`src/rtl/gates_pkg.sv`:
```
// Shared definitions for the cell-built skid register: state encoding and the
// names of the library cells it is assembled from.
package gates_pkg;

    typedef enum logic [1:0] {
        SKID_EMPTY = 2'b00,
        SKID_ONE   = 2'b10,
        SKID_TWO   = 2'b11
    } skid_state_t;

    localparam string CELL_DFF = "DFFRX1";
    localparam string CELL_MUX = "MX2X1";
    localparam string CELL_AND = "AND2X1";
    localparam string CELL_INV = "INVX1";

    // Flop count for a skid register of the given width: main + skid + two state bits.
    function automatic int unsigned skid_dff_count(input int unsigned width);
        return 2 * width + 2;
    endfunction

endpackage

```
`src/rtl/AND2X1.sv`:
```
// Library model: 2-input AND.
module AND2X1 (
    input  logic A,
    input  logic B,
    output logic Y
);
    assign Y = A & B;
endmodule

```
`src/rtl/DFFRX1.sv`:
```
// Library model: rising-edge D flop with asynchronous active-low clear.
module DFFRX1 (
    input  logic D,
    input  logic CK,
    input  logic RN,
    output logic Q
);
    logic r_q;

    always_ff @(posedge CK or negedge RN) begin
        if (!RN) r_q <= 1'b0;
        else     r_q <= D;
    end

    assign Q = r_q;
endmodule

```
`src/rtl/INVX1.sv`:
```
// Library model: inverter.
module INVX1 (
    input  logic A,
    output logic Y
);
    assign Y = ~A;
endmodule

```
`src/rtl/MX2X1.sv`:
```
// Library model: 2:1 mux, Y = S ? B : A.
module MX2X1 (
    input  logic A,
    input  logic B,
    input  logic S,
    output logic Y
);
    assign Y = S ? B : A;
endmodule

```
`src/rtl/dffr_bank.sv`:
```
// WIDTH clearable flops, each with a feedback mux so the bank only loads when
// i_en is high; the clear is the shared active-low RN produced by the parent.
module dffr_bank #(
    parameter int WIDTH = 1
) (
    input  logic             i_clk,
    input  logic             i_rn,
    input  logic             i_en,
    input  logic [WIDTH-1:0] i_d,
    output logic [WIDTH-1:0] o_q
);
    import gates_pkg::*;

    logic [WIDTH-1:0] w_d;

    generate
        for (genvar gi = 0; gi < WIDTH; gi++) begin : g_bit
            MX2X1  u_hold (.A(o_q[gi]), .B(i_d[gi]), .S(i_en), .Y(w_d[gi]));
            DFFRX1 u_ff   (.D(w_d[gi]), .CK(i_clk), .RN(i_rn), .Q(o_q[gi]));
        end
    endgenerate
endmodule

```
`src/rtl/skid_reg_cells.sv`:
```
// Two-entry valid/ready skid register assembled from library cells only.
// State is {full0, full1}: 00 empty, 10 main valid, 11 main and skid valid.
module skid_reg_cells #(
    parameter int WIDTH = 1
) (
    input  logic             i_clk,
    input  logic             i_rst,
    input  logic             i_in_valid,
    input  logic [WIDTH-1:0] i_in_data,
    output logic             o_in_ready,
    output logic             o_out_valid,
    output logic [WIDTH-1:0] o_out_data,
    input  logic             i_out_ready
);
    import gates_pkg::*;

    logic             w_rn;
    logic             w_f0, w_f1, w_nf1;
    logic             w_f0_d, w_f1_d;
    logic             w_in_fire, w_out_fire, w_n_in_fire, w_n_out_fire;
    logic             w_drain, w_drain_one, w_hold0;
    logic             w_fill, w_skid_en;
    logic             w_acc_ok, w_main_ld_in, w_main_en;
    logic [WIDTH-1:0] w_main, w_skid, w_main_d;

    INVX1  u_rn      (.A(i_rst), .Y(w_rn));

    // in_ready comes only from the full1 flop and reset, never from out_ready.
    INVX1  u_nf1     (.A(w_f1), .Y(w_nf1));
    AND2X1 u_rdy     (.A(w_nf1), .B(w_rn), .Y(o_in_ready));

    AND2X1 u_in_fire (.A(i_in_valid), .B(o_in_ready), .Y(w_in_fire));
    AND2X1 u_out_fire(.A(w_f0), .B(i_out_ready), .Y(w_out_fire));
    INVX1  u_n_in    (.A(w_in_fire), .Y(w_n_in_fire));
    INVX1  u_n_out   (.A(w_out_fire), .Y(w_n_out_fire));

    // full0 drops only when a lone beat leaves without a replacement.
    AND2X1 u_drain   (.A(w_n_in_fire), .B(w_out_fire), .Y(w_drain));
    AND2X1 u_drain1  (.A(w_drain), .B(w_nf1), .Y(w_drain_one));
    INVX1  u_hold0   (.A(w_drain_one), .Y(w_hold0));
    MX2X1  u_f0_d    (.A(w_in_fire), .B(w_hold0), .S(w_f0), .Y(w_f0_d));

    // full1 sets when a second beat arrives under stall, clears when the head leaves.
    AND2X1 u_fill    (.A(w_in_fire), .B(w_f0), .Y(w_fill));
    AND2X1 u_skid_en (.A(w_fill), .B(w_n_out_fire), .Y(w_skid_en));
    MX2X1  u_f1_d    (.A(w_skid_en), .B(w_n_out_fire), .S(w_f1), .Y(w_f1_d));

    // main loads from in_data when empty or refilling, from skid when draining TWO.
    MX2X1  u_acc_ok  (.A(1'b1), .B(w_out_fire), .S(w_f0), .Y(w_acc_ok));
    AND2X1 u_main_ld (.A(w_in_fire), .B(w_acc_ok), .Y(w_main_ld_in));
    MX2X1  u_main_en (.A(w_main_ld_in), .B(w_out_fire), .S(w_f1), .Y(w_main_en));

    dffr_bank #(.WIDTH(1)) u_full0 (
        .i_clk(i_clk), .i_rn(w_rn), .i_en(1'b1), .i_d(w_f0_d), .o_q(w_f0)
    );
    dffr_bank #(.WIDTH(1)) u_full1 (
        .i_clk(i_clk), .i_rn(w_rn), .i_en(1'b1), .i_d(w_f1_d), .o_q(w_f1)
    );
    dffr_bank #(.WIDTH(WIDTH)) u_main (
        .i_clk(i_clk), .i_rn(w_rn), .i_en(w_main_en), .i_d(w_main_d), .o_q(w_main)
    );
    dffr_bank #(.WIDTH(WIDTH)) u_skid (
        .i_clk(i_clk), .i_rn(w_rn), .i_en(w_skid_en), .i_d(i_in_data), .o_q(w_skid)
    );

    assign o_out_valid = w_f0;

    generate
        for (genvar gi = 0; gi < WIDTH; gi++) begin : g_row
            MX2X1  u_main_mux (.A(i_in_data[gi]), .B(w_skid[gi]), .S(w_f1), .Y(w_main_d[gi]));
            AND2X1 u_out_gate (.A(w_main[gi]), .B(w_f0), .Y(o_out_data[gi]));
        end
    endgenerate
endmodule

```
`config.mk`:
```
export PLATFORM = sky130hd
export DESIGN_NAME = skid_reg_cells
export DESIGN_NICKNAME = d
export VERILOG_FILES = /design/src/rtl/gates_pkg.sv /design/src/rtl/AND2X1.sv /design/src/rtl/DFFRX1.sv /design/src/rtl/INVX1.sv /design/src/rtl/MX2X1.sv /design/src/rtl/dffr_bank.sv /design/src/rtl/skid_reg_cells.sv
export SDC_FILE = /design/constraint.sdc
export NUM_CORES = 1
export LEC_CHECK = 0
export CORE_AREA = 2 2 39 41
export CTS_CLUSTER_SIZE = 8
export DETAILED_ROUTE_END_ITERATION = 7
export DIE_AREA = 0 0 41 43
export GPL_ROUTABILITY_DRIVEN = 0
export GPL_TIMING_DRIVEN = 0
export SYNTH_ARGS = -nofsm -noshare
export SYNTH_HDL_FRONTEND = slang
export SYNTH_SLANG_ARGS = --single-unit
```
`constraint.sdc`:
```
create_clock -name i_clk -period 1 [get_ports i_clk]
set_input_delay 0.1 -clock i_clk [delete_from_list [all_inputs] [get_ports i_clk]]
set_output_delay 0.1 -clock i_clk [all_outputs]
set_load 0.02 [all_outputs]
```
==> results.py <==
metrics = {
    "synthesis": {
        "synth_area_leader_cell": "dfrtp_1",
        "synth_nets": 25,
        "synth.top_cell.area_share_pct": 47.6,
        "yosys_warnings": 0,
        "synth_top_family_by_area": "simple AND/OR/NAND/NOR gates",
        "synth_area_um2": 210,
        "yosysSeqAreaShare_pct": 47.6,
        "yosysUniqueCellTypes": 13,
        "synth_cells": 20,
        "synth-seq-cells": 4,
        "synth_area_leaders": "dfrtp_1 (48%), mux2_2 (11%), nand2b_1 (6.0%)",
        "avgSynthCellArea_um2": 10.5,
        "synth_compound_area_share_pct": 12.5,
        "synth-xor-area-share_pct": 0,
        "synth_simple_gate_area_share_pct": 20.2,
        "synthMuxAreaShare_pct": 16.1,
        "synth_fa_ha_area_share_pct": 0,
    },
    "layout": {
        "antennaDiodeCount": 0,
        "num-nets-final": 39,
        "multiInputGateArea_um2": 116,
        "final_area_um2": 355,
        "drive_above_1_share_pct": 48.5,
        "seqCellArea_um2": 103,
        "final.fill_count": 155,
        "area_delta_synth_final_pct": 69.0,
    },
    "worst_setup_path": {
        "r2r_slack_ps": -140,
        "path_class": "register to register",
        "r2r_end": "u_main.g_bit[0].u_ff.Q$_DFFE_PP0P_",
        "critPathTopFamily": "multiplexers",
        "crit_required_ps": 1130,
        "crit_buf_inv": 0,
        "crit_path_start_kind": "register",
        "max_stage_delay_ps": 460,
        "reg2reg_depth": 2,
        "crit_fanout": 6,
        "end_kind": "register",
        "reg2reg_from": "u_full1.g_bit[0].u_ff.Q$_DFF_PP0_",
        "cpMaxStageDelayCell": "dfrtp_2",
        "critPathArrivalTime_ps": 1260,
        "crit_path_cell_trace": "mux2_4, mux2_2",
    },
    "sta": {
        "max_slew.worst_pin.slew_ps": 181,
        "clock_skew_ps": 9.42,
        "period_needed_ps": 1140,
        "fin_tns_setup_ps": -368,
        "rsz0062_at_grt": "yes",
        "setup_viol": 4,
        "relSlewSlack_pct": 87.9,
        "fin_crit_sh_pct": 114,
        "slew_violations": 0,
        "fin_ws_ps": -137,
        "fmaxAchievable_mhz": 880,
        "hold_violations": 0,
    },
    "cts": {
        "numCtsBuffers": 3,
        "ctsHoldBuffers": 0,
        "clock_sinks": 4,
        "cts-root-buf": "clkbuf_4",
        "cts_max_level": 1,
        "cts_buffer_depth": 2,
        "cts_tree": "built",
        "clk_transition_reported_paths_ps": 50,
        "clk-insertion-delay-late_ps": 240,
    },
    "placement": {
        "hpwl_um": 313,
        "place_area_um2": 309,
        "io_buffers": 7,
    },
    "power_and_ir_drop": {
        "switching_power_mw": 0.343,
        "share_seq_of_total_power_pct": 34.0,
        "combinationalPowerShare_pct": 43.6,
        "peakVddDrop_uv": 777,
        "switching_share_pct": 34.0,
        "p_total_mw": 1.01,
        "pwr-share-clk_pct": 22.4,
        "power_per_cell_area_nw_per_um2": 2840,
        "leakagePower_nw": 0.158,
        "internal-power_mw": 0.666,
    },
    "job": {
        "cap_violations": 0,
    },
    "grt": {
        "grt_max_degree": 7,
        "grt_pass1_vias": 178,
        "antenna_found_initial": 0,
        "grt_overflow": 0,
        "track_usage_pct": 7.06,
        "grt_pass1_wl_um": 731,
    },
    "drt": {
        "avgViaCountPerCell": 3.80,
        "postRouteAntennaNets": 0,
        "vias": 186,
        "drcViolationCount": 0,
        "finalWirelength_um": 466,
        "firstDrtPassIters": 2,
        "drt_iter0_markers": 3,
        "wl_per_cell_um": 9.51,
    },
    "die": {
        "num_rows": 14,
        "die_area_um2": 1760,
        "pin_count": 8,
        "core_um2": 1380,
        "dieHeight_um": 43,
        "start_util_pct": 15.2,
        "dieWidth_um": 41,
    },
    "status": {
        "violations": "negative setup slack",
        "status": "finished, violations left",
    },
    "worst_hold_path": {
        "hold_path.class": "input pin to async pin",
    },
}
## metrics by stage
stage	worst slack [ps]	utilization (%)	instances	hold slack [ps]
2_1_floorplan	-148	-	20	-126
3_3_place_gp	-343	22.3	43	366
3_5_place_dp	-346	22.3	43	375
4_1_cts	-131	24.7	48	117
5_1_grt	-165	25.7	49	151
6_report	-137	25.7	49	133
## registers in the layout (all words and copies together) (netlist names)
signal / flops
u_main.g_bit.u_ff.Q: 1
u_full1.g_bit.u_ff.Q: 1
u_skid.g_bit.u_ff.Q: 1
u_full0.g_bit.u_ff.Q: 1
## worst max path at each step
stage	cells past startpoint	slack [ps]	from	endpoint
floorplan	3	-150	u_full0.g_bit[0].u_ff.Q$_DFF_PP0_	u_main.g_bit[0].u_ff.Q$_DFFE_PP0P_
global route	3	-160	u_full0.g_bit[0].u_ff.Q$_DFF_PP0_	u_skid.g_bit[0].u_ff.Q$_DFFE_PP0P_
finish	2	-140	u_full1.g_bit[0].u_ff.Q$_DFF_PP0_	u_main.g_bit[0].u_ff.Q$_DFFE_PP0P_
CTS	2	-130	u_full1.g_bit[0].u_ff.Q$_DFF_PP0_	u_main.g_bit[0].u_ff.Q$_DFFE_PP0P_
detailed placement	3	-350	i_rst	o_in_ready
global placement	4	-340	i_out_ready	u_skid.g_bit[0].u_ff.Q$_DFFE_PP0P_
## power by group through the flow
stage / clock [mW] / sequential [mW] / combinational, mW
detailed placement: 0 / 0.336 / 0.376
global route: 0.244 / 0.350 / 0.476
finish: 0.226 / 0.343 / 0.440
floorplan: 0 / 0.337 / 0.232
CTS: 0.237 / 0.335 / 0.405
global placement: 0 / 0.336 / 0.372
## layout by cell type, fill, tap and decap left out, drive strengths merged
cell type      instances
clkdlybuf4s50          4
a22o                   1
mux2                   3
and2                   1
nand4b                 1
clkbuf                 4
o211ai                 1
nand2b                 2
buf                    5
inv                    2
a21oi                  2
nand2                  1
nor2b                  1
dfrtp                  4
nor2                   1
## Yosys cell counts
cell / count
a21oi_1: 2
dfrtp_1: 4
o211ai_1: 1
mux2_1: 1
and2_2: 1
nand4b_1: 1
a22o_1: 1
nand2b_1: 2
mux2_2: 2
nor2b_1: 1
inv_1: 2
nand2_1: 1
nor2_1: 1
## routing by layer
layer  track usage (%)  wire length, µm  vias to the layer above  part of all wire, %
li1                  -                -                       96                    -
met1              8.50              226                       85                   48
met2              7.19              212                        5                   45
met3              4.71               27                        0                  5.8
met4              8.00                0                        0                    0
met5                 0                0                        -                    0
## worst reg2reg max path, delay by kind of cell, from the launching register on
kind / cells / cell delay, ps
muxes: 2 / 570
DFF: 1 / 460
## cells by family after synthesis
| logic type | Yosys count |
|---|---|
| compound gates | 4 |
| flops | 4 |
| buf+inv | 2 |
| simple gates | 7 |
| mux | 3 |
## cell type report
class / instances / area share, %
clock buffer: 4 / 7.39
inverter: 2 / 2.11
multi-input combinational: 14 / 32.7
sequential: 4 / 28.9
tap: 16 / 5.63
timing repair buffer: 9 / 23.2
## repair_timing
| item | 4_1_cts | 5_1_grt |
|---|---|---|
| pin swaps | 1 | 2 |
| setup buffers | 1 | 1 |
| resized for setup | 17 | 3 |
| setup endpoints to repair | 5 | 4 |
Power figures use the tool's default switching activity.
